**src/rtl/arb_pkg.sv**
```systemverilog
// Shared constants, FSM state type and a one-hot helper for the 16-way round-robin arbiter.
package arb_pkg;

  localparam int N_REQ = 16;
  localparam int ID_W  = 4;

  typedef enum logic [0:0] {
    IDLE  = 1'b0,
    GRANT = 1'b1
  } state_t;

  // Expand a requester index into its one-hot grant word.
  function automatic logic [N_REQ-1:0] id_to_onehot(input logic [ID_W-1:0] id);
    logic [N_REQ-1:0] vec;
    vec = {{(N_REQ-1){1'b0}}, 1'b1} << id;
    return vec;
  endfunction

endpackage

```
**src/rtl/prio_enc16.sv**
```systemverilog
// Combinational 16-to-4 priority encoder: the highest set bit wins, valid flags any set bit.
module prio_enc16
  import arb_pkg::*;
(
  input  logic [N_REQ-1:0] req,
  output logic [ID_W-1:0]  idx,
  output logic             valid
);

  // Ascending scan so the last (highest) set bit overwrites earlier hits.
  always_comb begin
    idx   = 4'd0;
    valid = 1'b0;
    for (int i = 0; i < N_REQ; i++) begin
      idx   = req[i] ? ID_W'(i) : idx;
      valid = valid | req[i];
    end
  end

endmodule

```
**src/rtl/rr_arb16.sv**
```systemverilog
// 16-requester round-robin arbiter with a bounded hold time and a one-cycle gap between owners.
module rr_arb16
  import arb_pkg::*;
#(
  parameter int MAX_HOLD = 16
) (
  input  logic             CLK,
  input  logic             RST,
  input  logic [N_REQ-1:0] REQ,
  input  logic             DONE,
  output logic [N_REQ-1:0] GNT,
  output logic [ID_W-1:0]  GNT_ID,
  output logic             BUSY
);

  localparam int HOLD_W = $clog2(MAX_HOLD);
  localparam logic [HOLD_W-1:0] HOLD_LAST = HOLD_W'(MAX_HOLD - 1);

  state_t            state_r;
  logic [N_REQ-1:0]  gnt_r;
  logic [ID_W-1:0]   gnt_id_r;
  logic              busy_r;
  logic [ID_W-1:0]   last_r;
  logic [HOLD_W-1:0] hold_r;

  logic [N_REQ-1:0]  rot_s;
  logic [ID_W-1:0]   enc_idx_s;
  logic              enc_valid_s;
  logic [ID_W-1:0]   win_s;
  logic              release_s;

  // Rotate right by LAST so bit 15 holds REQ[LAST-1]: MSB-first search then starts one below LAST.
  always_comb begin
    rot_s = (REQ >> last_r) | (REQ << (5'd16 - {1'b0, last_r}));
  end

  prio_enc16 u_prio_enc16 (
    .req   (rot_s),
    .idx   (enc_idx_s),
    .valid (enc_valid_s)
  );

  // Undo the rotation (modulo 16) and decide whether the current owner lets go this edge.
  always_comb begin
    win_s     = enc_idx_s + last_r;
    release_s = DONE | ~REQ[gnt_id_r] | (hold_r == HOLD_LAST);
  end

  // Arbitration FSM with registered grant outputs; DONE only matters while a grant is active.
  always_ff @(posedge CLK) begin
    if (RST) begin
      state_r  <= IDLE;
      gnt_r    <= 16'h0000;
      gnt_id_r <= 4'd0;
      busy_r   <= 1'b0;
      last_r   <= 4'd0;
      hold_r   <= '0;
    end else begin
      case (state_r)
        IDLE: begin
          if (enc_valid_s) begin
            state_r  <= GRANT;
            gnt_r    <= id_to_onehot(win_s);
            gnt_id_r <= win_s;
            busy_r   <= 1'b1;
            last_r   <= win_s;
            hold_r   <= '0;
          end else begin
            state_r  <= IDLE;
            gnt_r    <= 16'h0000;
            gnt_id_r <= 4'd0;
            busy_r   <= 1'b0;
            hold_r   <= '0;
          end
        end
        GRANT: begin
          if (release_s) begin
            state_r  <= IDLE;
            gnt_r    <= 16'h0000;
            gnt_id_r <= 4'd0;
            busy_r   <= 1'b0;
            hold_r   <= '0;
          end else begin
            hold_r   <= hold_r + HOLD_W'(1);
          end
        end
        default: begin
          state_r  <= IDLE;
          gnt_r    <= 16'h0000;
          gnt_id_r <= 4'd0;
          busy_r   <= 1'b0;
          hold_r   <= '0;
        end
      endcase
    end
  end

  assign GNT    = gnt_r;
  assign GNT_ID = gnt_id_r;
  assign BUSY   = busy_r;

endmodule

```
**config.mk**
```make
export PLATFORM = sky130hd
export DESIGN_NAME = rr_arb16
export DESIGN_NICKNAME = d
export VERILOG_FILES = /design/src/rtl/arb_pkg.sv /design/src/rtl/prio_enc16.sv /design/src/rtl/rr_arb16.sv
export SDC_FILE = /design/constraint.sdc
export NUM_CORES = 1
export LEC_CHECK = 0
export ABC_CLOCK_PERIOD_IN_PS = 5000
export CAP_MARGIN = 20
export CORE_MARGIN = 4
export CORE_UTILIZATION = 52
export CTS_CLUSTER_SIZE = 28
export DETAILED_ROUTE_END_ITERATION = 8
export GPL_ROUTABILITY_DRIVEN = 0
export HOLD_SLACK_MARGIN = 0.05
export PLACE_DENSITY = 0.78
export SKIP_CTS_REPAIR_TIMING = 1
export SLEW_MARGIN = 10
export SYNTH_ARGS = -nofsm -noshare
export SYNTH_HDL_FRONTEND = slang
export SYNTH_SLANG_ARGS = --single-unit
```
**constraint.sdc**
```tcl
create_clock -name CLK -period 5 [get_ports CLK]
set_clock_uncertainty 0.15 [all_clocks]
set_input_delay 0.75 -clock CLK [delete_from_list [all_inputs] [get_ports CLK]]
set_output_delay 0.75 -clock CLK [all_outputs]
set_load 0.01 [all_outputs]
```
# ---- Yosys cells after proc, flatten, opt, wreduce, memory -nomap -nowiden
# Cells that the tools add are included.
dict set report op_classes {
  mux 30
  n_bitwise 20
  reduce_logical 1
  add_sub_neg 3
  eq_ne 2
  order_cmp 1
  n_shift 3
}
# cell n
set op_table {}
lappend op_table {{$mux 4} 17}
lappend op_table {{$mux 16} 2}
lappend op_table {{$pmux 16 s2} 1}
lappend op_table {{$or 1x1->1} 17}
lappend op_table {{$or 16x16->16} 1}
lappend op_table {{$pmux 4 s2} 2}
lappend op_table {{$shl 1x4->16 const A} 1}
lappend op_table {{$shl 16x5->16} 1}
lappend op_table {{$shr 16x4->16} 1}
lappend op_table {{$lt 4x5->1 const B} 1}
lappend op_table {{$mux 1} 5}
lappend op_table {{$sub 5x4->5 const A} 1}
lappend op_table {{$add 4x1->4 const B} 1}
lappend op_table {{$add 4x4->4} 1}
lappend op_table {{$bmux 1 s4} 1}
lappend op_table {{$eq 4x4->1 const B} 1}
lappend op_table {{$pmux 1 s2} 2}
lappend op_table {{$ne 2x1->1 const B} 1}
lappend op_table {{$not 1->1} 2}
lappend op_table {{$reduce_and 2->1} 1}
dict set report word_totals {
  in_bits 19
  reg_bits 30
  word_cells 66
}

# ---- Depth between registers and ports, before layout
# Gate-level depths: netlist of run 1.
dict set report logic_depth {
  depth_word 22
  ltp_mapped 23
  mapped_depth_nobuf 18
}

# ---- By module
# From an unflattened synthesis of run 1, not the netlist that was laid out.
dict set report hier_totals {
  hier_cells 349
  area_unflattened_um2 3045.4
}
# mod cells_each instances area_per_inst_um2
set modules_own_cells {}
lappend modules_own_cells {rr_arb16 320 1 2884.0}
lappend modules_own_cells {prio_enc16 29 1 161.4}

# ---- Worst setup path after synthesis of run 1
# OpenSTA, ideal clock, no wires.
dict set report synth_path {
  path_type {reg-to-reg}
  startpoint {register last_r[1]}
  endpoint {register gnt_r[0], in the netlist GNT[0]}
  synth_period_minus_slack_ns 5.004
  setup_time_ns 0.097
  arrival_ns 4.757
  n_path_buf 5
  path_stages_with_launch 22
  setup_slack_ns -0.004
  path_cell_list {dfxtp_1 -> buf_2 -> buf_1 -> inv_1 -> ha_1 -> buf_6 -> buf_6 -> mux4_2 -> a32oi_1 -> and3_1 -> a21oi_1 -> or3_1 -> a311oi_1 -> o21ai_0 -> ha_1 -> a21o_1 -> a21oi_1 -> xnor2_1 -> or3_4 -> and2_4 -> buf_6 -> o41ai_4}
}
dict set report synth_between {
  elab_chain_len 22
  word_cells_on_any_way 38
  cone_classes {add/sub: 2; shift: 3; mux: 17; bitwise: 16}
}
# item line
set synth_lines {}
lappend synth_lines {{from (decl)} rr_arb16.sv:23} ;# logic [ID_W-1:0] last_r;
lappend synth_lines {{from (signal assigned)} rr_arb16.sv:66} ;# last_r <= win_s;
lappend synth_lines {{$sub 5x4->5} rr_arb16.sv:34} ;# rot_s = (REQ >> last_r) | (REQ << (5'd16 - {1'b0, last_r}));
lappend synth_lines {{$shl 16x5->16} rr_arb16.sv:34}
lappend synth_lines {{$or 16x16->16} rr_arb16.sv:34}
lappend synth_lines {{$mux 1} prio_enc16.sv:15} ;# idx = req[i] ? ID_W'(i) : idx;
lappend synth_lines {{$mux 4 (14 in series)} prio_enc16.sv:15}
lappend synth_lines {{$add 4x4->4} rr_arb16.sv:45} ;# win_s = enc_idx_s + last_r;
lappend synth_lines {{$shl 1x4->16} arb_pkg.sv:15} ;# vec = {{(N_REQ-1){1'b0}}, 1'b1} << id;
lappend synth_lines {{$mux 16 *} rr_arb16.sv:61} ;# if (enc_valid_s) begin
lappend synth_lines {{$pmux 16 s2 *} rr_arb16.sv:59} ;# case (state_r)
lappend synth_lines {{to (signal assigned)} rr_arb16.sv:63} ;# gnt_r <= id_to_onehot(win_s);
lappend synth_lines {{to (decl)} rr_arb16.sv:20} ;# logic [N_REQ-1:0] gnt_r;
# Every way passes the cells marked *; elsewhere a longest branch is shown, timed or not.
# A chain may end at the register's enable or synchronous reset.

# ---- Worst setup path after layout of run 1
dict set report layout_path {
  startpoint {input REQ[2]}
  endpoint {register gnt_r[0], in the netlist GNT[0]}
}
dict set report layout_between {
  elab_chain_len 21
  word_cells_on_any_way 43
  cone_classes {add/sub: 1; eq/ne: 1; shift: 3; mux: 19; bitwise: 19}
}
# item line
set layout_lines {}
lappend layout_lines {{from (decl)} rr_arb16.sv:9} ;# input logic [N_REQ-1:0] REQ,
lappend layout_lines {{$shl 16x5->16 / $shr 16x4->16 (equally long branches)} rr_arb16.sv:34}
lappend layout_lines {{$or 16x16->16} rr_arb16.sv:34}
lappend layout_lines {{$mux 1} prio_enc16.sv:15}
lappend layout_lines {{$mux 4 (14 in series)} prio_enc16.sv:15}
lappend layout_lines {{$add 4x4->4} rr_arb16.sv:45}
lappend layout_lines {{$shl 1x4->16} arb_pkg.sv:15}
lappend layout_lines {{$mux 16} rr_arb16.sv:61}
lappend layout_lines {{$pmux 16 s2} rr_arb16.sv:59}
# Parallel ways exist; a longest one is shown, timed or not. The select of a mux whose other input is x is not followed.

==> results.env, run 1 <==
RUN_STATUS='completed'
GRT_SETUP_UNREPAIRED='no'
POST_SYNTH_MUX_AREA_SHARE_PCT=34.3
COMBINATIONAL_FAMILY_WITH_THE_MOST_AREA_AFTER_SYNTHESIS='multiplexers'
DRV_CAP=0
P_SW_SHARE_PCT=49.2
P_LEAK_uW=0.00159
TRITONCTS='built'
PATH_CLASS='input pin to register'
SYNTH_AREA_SQ_UM=3320
GRT_FIRST_PASS_WIRELENGTH_UM=15700
CLOCK_TREE.ROOT_CELL='sky130_fd_sc_hd__clkbuf_8'
ANTENNA_CELLS_INSERTED=0
SYNTH_WARNINGS=0
YOSYSUNIQUECELLTYPES=73
DIE_W_UM=87.9
CORE.ROWCOUNT=28
ROUTE.FINAL.WIRE_LENGTH_UM=9750
LAYOUT.CELLS.NON_FILLER=482
ROUTE.DETAILED.DRC=0
MAX_CLOCK_FREQ_MHz=205
SYNTH_FLOP_CELL='sky130_fd_sc_hd__dfxtp_1'
MIN_PERIOD_NS=4.88
POST_ROUTE_CELLS_DRIVE_ABOVE_1_SHARE_PCT=29.0
MEAN_CELL_AREA_OF_THE_MAPPED_NETLIST_SQ_UM=9.68
PLACE_INST=473
IO_BUFFER_COUNT=39
DRT-PASS1-ITER-COUNT=5
SYNTHSIMPLEGATEAREAFRAC_PCT=16.5
POWER_DENSITY_nW_PER_UM2=839
SHARE_OF_FLIP_FLOPS_WITH_AN_ASYNCHRONOUS_SET_OR_RESET_PCT=0
GRT_START_MAX_NET_PINS=32
CLK_PWR_SHARE_PCT=5.7
NUMBER_OF_SYNTHESIZED_FLOPS_WITH_AN_ENABLE_PIN=0
NUMBER_OF_ANTENNA_VIOLATIONS_AT_THE_FIRST_CHECK_IN_GLOBAL_ROUTING=0
VDD_IR_DROP_MAX_V=0.000528
VIAS_PER_CELL=6.72
CTS-ROOT-TO-SINK-BUFFERS=2
DP_HPWL_UM=7450
SEQ_POWER_SHARE_PCT=11.3
CTS_BUFFERS=5
TOTAL_GR_OVERFLOW=0
CLKSINKCOUNT=30
ENDPOINT='GNT[0]'
INITIAL_CORE_UTIL_PCT=54.8
FINISH.NET_COUNT=431
TIMING.FINAL.SETUP_VIOLATIONS=0
SYN_INST=343
ROUTED_WIRE_LENGTH_PER_INSTANCE_UM=20.2
CRITPATHLAUNCHTYPE='input pin'
SYN_TO_FINAL_GROWTH_PCT=23.9
INTERNAL_POWER_uW=1750
SYNTHESIS.NETS=368
ANT_NETS_AFTER_ROUTE=0
REQUIRED_NS=5.03
TIMING.CRITICAL_PATH.FROM='REQ[2]'
FIRST_GLOBAL_VIAS=3174
H-TREE-DEPTH=2
R2R_CELLS=17
CLOCK_LATENCY_NS=0.28
MAX_SLEW_MARGIN_PCT=24.1
INITIALDRTVIOLATIONCOUNT=381
REGTOREGSETUPSLACK_NS=0.21
CORE_REGION_AREA_SQ_UM=6060
SYNTH_COMPOUND_AREA_SHARE_PCT=20.7
BIGGEST_FANOUT_ALONG_THE_WORST_TIMING_PATH=6
PIN_COUNT=40
HOLD_SLACK_NS=0.298
COMBPWRFRAC_PCT=83.0
MAXSLEWVIOLCOUNT=0
VIAS=3239
CTS.CLK_SLEW.WORST_PATHS_NS=0.06
CATEGORY_OF_THE_WORST_SETUP_PATH_CAPTURE_POINT='register'
SYNTH_XOR_XNOR_AREA_SHARE_PCT=2.03
OVERALL_GLOBAL_ROUTING_USAGE_PCT=25.8
YOSYS_REGISTER_BITS=30
NUMBER_OF_ENDPOINTS_WITH_NEGATIVE_HOLD_SLACK_IN_THE_FINAL_REPORT=0
VERT_DIE_DIM_UM=87.9
SYNTH_SEQ_AREA_SHARE_PCT=18.1
FIN_CRIT_SH_PCT=97.6
WORST-SLEW-PIN-TRANSITION_NS=1.12
R2R-END='GNT[0]'
NETSWITCHINGPOWER_uW=1700
CRIT_ARRIVAL_NS=4.91
HOLD_PATH_CLASS='register to register'
RR_STARTPOINT='last_r[1]'
SYNTH-ADDER-AREA-SHARE_PCT=2.49
FP.DIEAREA_SQ_UM=7730
-- cell usage after synthesis (3+ instances only) --
cell type / n / share of area [%]
sky130_fd_sc_hd__nor2_1: 22 / 2.5
sky130_fd_sc_hd__o211ai_1: 4 / 0.90
sky130_fd_sc_hd__nand2b_1: 7 / 1.3
sky130_fd_sc_hd__nand3_1: 4 / 0.60
sky130_fd_sc_hd__mux2i_1: 37 / 11
sky130_fd_sc_hd__inv_1: 4 / 0.45
sky130_fd_sc_hd__mux4_2: 28 / 19
sky130_fd_sc_hd__mux2_2: 4 / 1.4
sky130_fd_sc_hd__a22oi_1: 6 / 1.4
sky130_fd_sc_hd__or3_1: 4 / 0.75
sky130_fd_sc_hd__buf_6: 6 / 2.0
sky130_fd_sc_hd__and2_1: 8 / 1.5
sky130_fd_sc_hd__a32o_1: 6 / 1.8
sky130_fd_sc_hd__o21ai_0: 16 / 2.4
sky130_fd_sc_hd__buf_4: 4 / 0.90
sky130_fd_sc_hd__clkbuf_1: 12 / 1.4
sky130_fd_sc_hd__nor3_1: 6 / 0.90
sky130_fd_sc_hd__o221a_2: 3 / 1.0
sky130_fd_sc_hd__xnor2_1: 3 / 0.79
sky130_fd_sc_hd__nor2b_1: 4 / 0.75
sky130_fd_sc_hd__a21oi_1: 14 / 2.1
sky130_fd_sc_hd__o21a_1: 3 / 0.68
sky130_fd_sc_hd__dfxtp_1: 30 / 18
sky130_fd_sc_hd__ha_1: 5 / 1.9
sky130_fd_sc_hd__buf_2: 6 / 0.90
sky130_fd_sc_hd__nand2_1: 29 / 3.3
sky130_fd_sc_hd__nand3b_1: 3 / 0.68
sky130_fd_sc_hd__o31ai_1: 5 / 1.1
sky130_fd_sc_hd__and3_1: 3 / 0.57
-- metrics by stage --
step                cell area [sq um]  total power [uW]  TNS, ns  setup WS, ns  utilization, %
detailed placement               3970              3090    -1.01        -0.124            65.5
CTS                              4060              3300        0         0.138            67.0
global placement                 3970              3030        0        0.0223            65.5
global route                     4120              3700        0        0.0189            67.9
finish                           4120              3450        0         0.120            67.9
floorplan                        3320              2380        0         0.179               -
-- power by group through the flow --
| stage | Clock [uW] | Combinational [uW] | Sequential [uW] |
|---|---|---|---|
| after floorplan | 0 | 1990 | 392 |
| after global placement | 0 | 2640 | 392 |
| after detailed placement | 0 | 2690 | 394 |
| after CTS | 200 | 2710 | 388 |
| after global routing | 210 | 3090 | 398 |
| final | 198 | 2870 | 389 |
-- worst max-delay path, cell delays in order --
cell and delay (ns):
sky130_fd_sc_hd__clkdlybuf4s50_1 0.44, sky130_fd_sc_hd__buf_4 0.17, sky130_fd_sc_hd__mux4_2 0.51, sky130_fd_sc_hd__a32oi_1 0.36, sky130_fd_sc_hd__and3_1 0.24, sky130_fd_sc_hd__a21oi_1 0.07
sky130_fd_sc_hd__or3_1 0.32, sky130_fd_sc_hd__a311oi_2 0.31, sky130_fd_sc_hd__o21ai_0 0.12, sky130_fd_sc_hd__ha_1 0.28, sky130_fd_sc_hd__a21o_1 0.18, sky130_fd_sc_hd__a21oi_1 0.17
sky130_fd_sc_hd__xnor2_1 0.12, sky130_fd_sc_hd__or3_4 0.37, sky130_fd_sc_hd__and2_4 0.21, sky130_fd_sc_hd__o41ai_4 0.29
-- state kept, by name, indices dropped and copies added (netlist names) --
| signal | flops |
|---|---|
| GNT | 16 |
| state_r | 1 |
| hold_r | 4 |
| GNT_ID | 4 |
| last_r | 4 |
| BUSY | 1 |
-- logic make-up (layout without fill, tap and decap cells) --
| logic type | after synthesis | count (layout) |
|---|---|---|
| adder cells (fa/ha/maj) | 6 | 6 |
| XOR/XNOR | 6 | 6 |
| multiplexers | 74 | 74 |
| buffers and inverters | 35 | 99 |
| AO/OA/AOI/OAI | 88 | 88 |
| flip-flops | 30 | 30 |
| AND/OR/NAND/NOR | 104 | 104 |
-- layout make-up --
class / count / area [sq um]
Inverter: 6 / 22.5
Sequential cell: 30 / 602
Tap cell: 75 / 93.8
Clock buffer: 7 / 86.3
Timing Repair Buffer: 85 / 736
Multi-Input combinational cell: 278 / 2570
Clock inverter: 1 / 5.00
Fill cell: 465 / 1940
-- cell usage in the layout, fill, tap and decap left out, types with 4 or more instances in the layout --
| master | Yosys | routed |
|---|---|---|
| sky130_fd_sc_hd__o21ai_1 | 2 | 4 |
| sky130_fd_sc_hd__nor2_1 | 22 | 22 |
| sky130_fd_sc_hd__inv_1 | 4 | 4 |
| sky130_fd_sc_hd__a32o_1 | 6 | 6 |
| sky130_fd_sc_hd__nand2b_1 | 7 | 7 |
| sky130_fd_sc_hd__or3_1 | 4 | 4 |
| sky130_fd_sc_hd__nor2b_1 | 4 | 4 |
| sky130_fd_sc_hd__a22oi_1 | 6 | 6 |
| sky130_fd_sc_hd__nand3_1 | 4 | 4 |
| sky130_fd_sc_hd__o211ai_1 | 4 | 4 |
| sky130_fd_sc_hd__ha_1 | 5 | 4 |
| sky130_fd_sc_hd__mux2i_1 | 37 | 37 |
| sky130_fd_sc_hd__a21oi_1 | 14 | 13 |
| sky130_fd_sc_hd__and2_1 | 8 | 8 |
| sky130_fd_sc_hd__mux2_2 | 4 | 4 |
| sky130_fd_sc_hd__clkdlybuf4s50_1 | 0 | 39 |
| sky130_fd_sc_hd__clkbuf_8 | 0 | 6 |
| sky130_fd_sc_hd__o21ai_0 | 16 | 13 |
| sky130_fd_sc_hd__dfxtp_1 | 30 | 29 |
| sky130_fd_sc_hd__o31ai_1 | 5 | 5 |
| sky130_fd_sc_hd__nor3_1 | 6 | 6 |
| sky130_fd_sc_hd__nand2_1 | 29 | 27 |
| sky130_fd_sc_hd__buf_4 | 4 | 46 |
| sky130_fd_sc_hd__mux4_2 | 28 | 28 |
-- worst min path at each step --
stage,startpoint,endpoint,slack (ns),depth (start not counted)
2_1_floorplan,hold_r[0],hold_r[0],0.27,1
3_3_place_gp,GNT[4],GNT[4],0.28,2
6_report,GNT[14],GNT[14],0.30,2
4_1_cts,hold_r[0],hold_r[0],0.30,1
3_5_place_dp,GNT[14],GNT[14],0.29,2
5_1_grt,GNT[14],GNT[14],0.33,2
-- routing by layer --
layer	wire [um]	track usage [%]
met3	774	4.05
met1	3850	34.3
met4	346	8.09
met2	4780	42.9
met5	0	0
Note: power is estimated with default switching activity, not from simulation.
==> run 2: changes to the inputs <==
--- a/config.mk
+++ b/config.mk
@@ -9,11 +9,12 @@
 export CAP_MARGIN = 20
 export CORE_MARGIN = 4
 export CORE_UTILIZATION = 52
+export CTS_BUF_LIST = sky130_fd_sc_hd__clkbuf_16
 export CTS_CLUSTER_SIZE = 28
 export DETAILED_ROUTE_END_ITERATION = 8
 export GPL_ROUTABILITY_DRIVEN = 0
 export HOLD_SLACK_MARGIN = 0.05
-export PLACE_DENSITY = 0.78
+export PLACE_DENSITY = 0.83
 export SKIP_CTS_REPAIR_TIMING = 1
 export SLEW_MARGIN = 10
 export SYNTH_ARGS = -nofsm -noshare
==> run 2 against run 1 <==
First-iteration DRC count grew 4.2%. Die area is the same. Hold slack gained 0.0062 ns. Critical endpoint is now GNT[3]. Global-route usage shrank 0.68 points. Critical path type unchanged. Register-to-register slack is essentially flat. Worst setup slack gained 0.022 ns.
==> results.env, run 2 (synthesized netlist as in run 1, its figures left out) <==
BIGGEST_FANOUT_ALONG_THE_WORST_TIMING_PATH=4  # -2
VIAS=3270  # +0.96%
MOST_COMMON_LIBRARY_CELL_IN_THE_LAYOUT_IGNORING_FILL_AND_TAPS='sky130_fd_sc_hd__buf_4'
CRIT_PATH_CELL_TRACE='clkdlybuf4s50_1 -> buf_4 -> mux4_2 -> mux4_2 -> o211ai_1 -> a221oi_2 -> o221a_2 -> o21ai_1 -> o41ai_2 -> ha_2 -> inv_2 -> fa_1 -> inv_2 -> nand2_2 -> or3_4 -> or3_4 -> o21ai_2'
ROUTE.FINAL.WIRE_LENGTH_UM=9830  # +0.74%
CTS_BUFFERS=5  # unchanged
GRT_FIRST_PASS_WIRELENGTH_UM=15300  # -2.0%
NUMBER_OF_ENDPOINTS_WITH_NEGATIVE_HOLD_SLACK_IN_THE_FINAL_REPORT=0  # unchanged
REGTOREGSETUPSLACK_NS=0.22  # about the same
TRITONCTS='built'
NUMBER_OF_ANTENNA_VIOLATIONS_AT_THE_FIRST_CHECK_IN_GLOBAL_ROUTING=0  # unchanged
FINISH.NET_COUNT=427  # -0.93%
RUN_STATUS='completed'
WORST-SLEW-PIN-TRANSITION_NS=1.07  # -0.0507 ns
ANT_NETS_AFTER_ROUTE=0  # unchanged
POST-PLACE-WS_NS=-0.118  # +0.00561 ns
ROUTED_WIRE_LENGTH_PER_INSTANCE_UM=20.6  # +1.6%
INITIAL_CORE_UTIL_PCT=54.8  # unchanged
VIAS_PER_CELL=6.84  # +1.8%
LARGEST_REGISTER_FF_COUNT=16  # unchanged
CLOCK_TREE.ROOT_CELL='sky130_fd_sc_hd__clkbuf_16'
TNS_NS=0  # unchanged
MIN_PERIOD_NS=4.86  # -0.0220 ns
PATH_CLASS='input pin to register'
TOTAL_GR_OVERFLOW=0  # unchanged
CTS-ROOT-TO-SINK-BUFFERS=2  # unchanged
CP_SLOWEST_CELL='sky130_fd_sc_hd__mux4_2'
CRIT_ARRIVAL_NS=4.91  # about the same
LAYOUT_COMMON_CELLS='41 x sky130_fd_sc_hd__buf_4, 37 x sky130_fd_sc_hd__mux2i_1, 31 x sky130_fd_sc_hd__clkdlybuf4s50_1'
ENDPOINT='GNT[3]'
LAYOUT_SETUP_WS_NS=0.142  # +0.0220 ns
TIMING.FINAL.SETUP_VIOLATIONS=0  # unchanged
PLACE_INST=467  # -1.3%
MAXSLEWVIOLCOUNT=0  # unchanged
RR_STARTPOINT='last_r[1]'
FP.DIEAREA_SQ_UM=7730  # unchanged
FIRST_GLOBAL_VIAS=3121  # -1.7%
DRV_CAP=0  # unchanged
TIMING.CRITICAL_PATH.FROM='REQ[10]'
IO_BUFFER_COUNT=39  # unchanged
R2R-END='GNT[3]'
CRITPATHBUFINV=4  # +2
AREA.SEQUENTIAL_SQ_UM=602  # unchanged
CORE.ROWCOUNT=28  # unchanged
SYN_TO_FINAL_GROWTH_PCT=26.1
INITIALDRTVIOLATIONCOUNT=397  # +4.2%
CTS.CLK_SLEW.WORST_PATHS_NS=0.05  # about the same
CRIT_CELLS=17  # +1
POST_ROUTE_CELLS_DRIVE_ABOVE_1_SHARE_PCT=29.8  # +0.78 points
GRT_START_MAX_NET_PINS=38  # +19%
MAX_CLOCK_FREQ_MHz=206  # +0.45%
ANTENNA_CELLS_INSERTED=0  # unchanged
FIN_CRIT_SH_PCT=97.2  # -0.44 points
CRITPATHLAUNCHTYPE='input pin'
DIE_W_UM=87.9  # unchanged
CRITICAL-PATH-TOP-DELAY-FAMILY='multiplexers'
CLOCK_LATENCY_NS=0.28  # about the same
MULTI_INPUT_AREA_SQ_UM=2590  # +0.92%
REQUIRED_NS=5.06  # +0.03 ns
WORST_PATH_LARGEST_CELL_DELAY_NS=0.50  # about the same
LAYOUT.CELLS.NON_FILLER=478  # -0.83%
DP_HPWL_UM=7200  # -3.4%
OVERALL_GLOBAL_ROUTING_USAGE_PCT=25.1  # -0.68 points
DRT-PASS1-ITER-COUNT=5  # unchanged
PIN_COUNT=40  # unchanged
CORE_REGION_AREA_SQ_UM=6060  # unchanged
R2R_CELLS=17  # unchanged
H-TREE-DEPTH=2  # unchanged
HOLD_PATH_CLASS='register to register'
CLKSINKCOUNT=30  # unchanged
MAX_SLEW_MARGIN_PCT=27.5  # +3.4 points
ROUTE.DETAILED.DRC=0  # unchanged
VERT_DIE_DIM_UM=87.9  # unchanged
CATEGORY_OF_THE_WORST_SETUP_PATH_CAPTURE_POINT='register'
GRT_SETUP_UNREPAIRED='no'
COUNT_OF_FILLER_CELLS_INSERTED_IN_THE_LAYOUT=436  # -6.2%
==> run 2: changes by cell type in the layout (fill, tap and decap cells not counted), moves of 2 or more <==
cell	delta
sky130_fd_sc_hd__clkbuf_8	-6
sky130_fd_sc_hd__clkbuf_16	+5
sky130_fd_sc_hd__or3_4	+2
sky130_fd_sc_hd__or3_1	-2
sky130_fd_sc_hd__clkdlybuf4s50_1	-8
sky130_fd_sc_hd__inv_2	+2
sky130_fd_sc_hd__buf_4	-5
sky130_fd_sc_hd__dlymetal6s2s_1	+8
sky130_fd_sc_hd__o21ai_1	+2
sky130_fd_sc_hd__o21ai_0	-3
==> run 2: worst min-delay path by stage <==
| stage | from | end | slack [ns] | depth (start not counted) |
|---|---|---|---|---|
| final | GNT[13] | GNT[13] | 0.30 | 2 |
| after global routing | GNT[6] | GNT[6] | 0.33 | 2 |
| after CTS | hold_r[0] | hold_r[0] | 0.31 | 1 |
| after detailed placement | GNT[8] | GNT[8] | 0.30 | 2 |
| after global placement | GNT[4] | GNT[4] | 0.29 | 2 |
| after floorplan | hold_r[0] | hold_r[0] | 0.27 | 1 |
==> run 2: area by class of cell <==
type	count	share of cell area (%)
multi-input combinational	278	61.9
inverter	6	0.538
clock inverter	3	0.299
clock buffer	5	2.99
sequential	30	14.4
tap	75	2.24
timing repair buffer	81	17.6
==> run 2: stage by stage <==
stage | utilization [%] | hold slack (ns) | cell area (sq um)
2_1_floorplan | - | 0.270 | 3320
3_3_place_gp | 64.9 | 0.286 | 3940
3_5_place_dp | 64.9 | 0.295 | 3940
4_1_cts | 67.2 | 0.307 | 4070
5_1_grt | 69.1 | 0.326 | 4190
6_report | 69.1 | 0.305 | 4190
==> run 2: layer usage <==
| layer | vias to the layer above | routed length [um] | global-route usage (%) |
|---|---|---|---|
| li1 | 1462 | - | - |
| met2 | 192 | 4740 | 41.2 |
| met1 | 1570 | 3950 | 32.9 |
| met3 | 46 | 776 | 3.76 |
| met4 | 0 | 350 | 10.5 |
| met5 | - | 0 | 0 |
==> run 2: tightest hold or removal path, cell delays in order, from the launching register on <==
cell                      delay [ns]
sky130_fd_sc_hd__dfxtp_1        0.32
sky130_fd_sc_hd__nand2_1        0.05
sky130_fd_sc_hd__o31ai_1        0.06
Power of run 2 is left out: the tool's default activity adds up to more than one toggle a clock period on the data nets, which glitch-free logic cannot reach.
==> run 3: changes to the inputs <==
--- a/config.mk
+++ b/config.mk
@@ -10,6 +10,7 @@
 export CORE_MARGIN = 4
 export CORE_UTILIZATION = 52
 export CTS_BUF_LIST = sky130_fd_sc_hd__clkbuf_16
+export CTS_CLUSTER_DIAMETER = 40
 export CTS_CLUSTER_SIZE = 28
 export DETAILED_ROUTE_END_ITERATION = 8
 export GPL_ROUTABILITY_DRIVEN = 0
==> results of run 3 <==
Final layout, timing and power as in run 2 (identical DEF).
Power of run 3 is left out for the same reason.
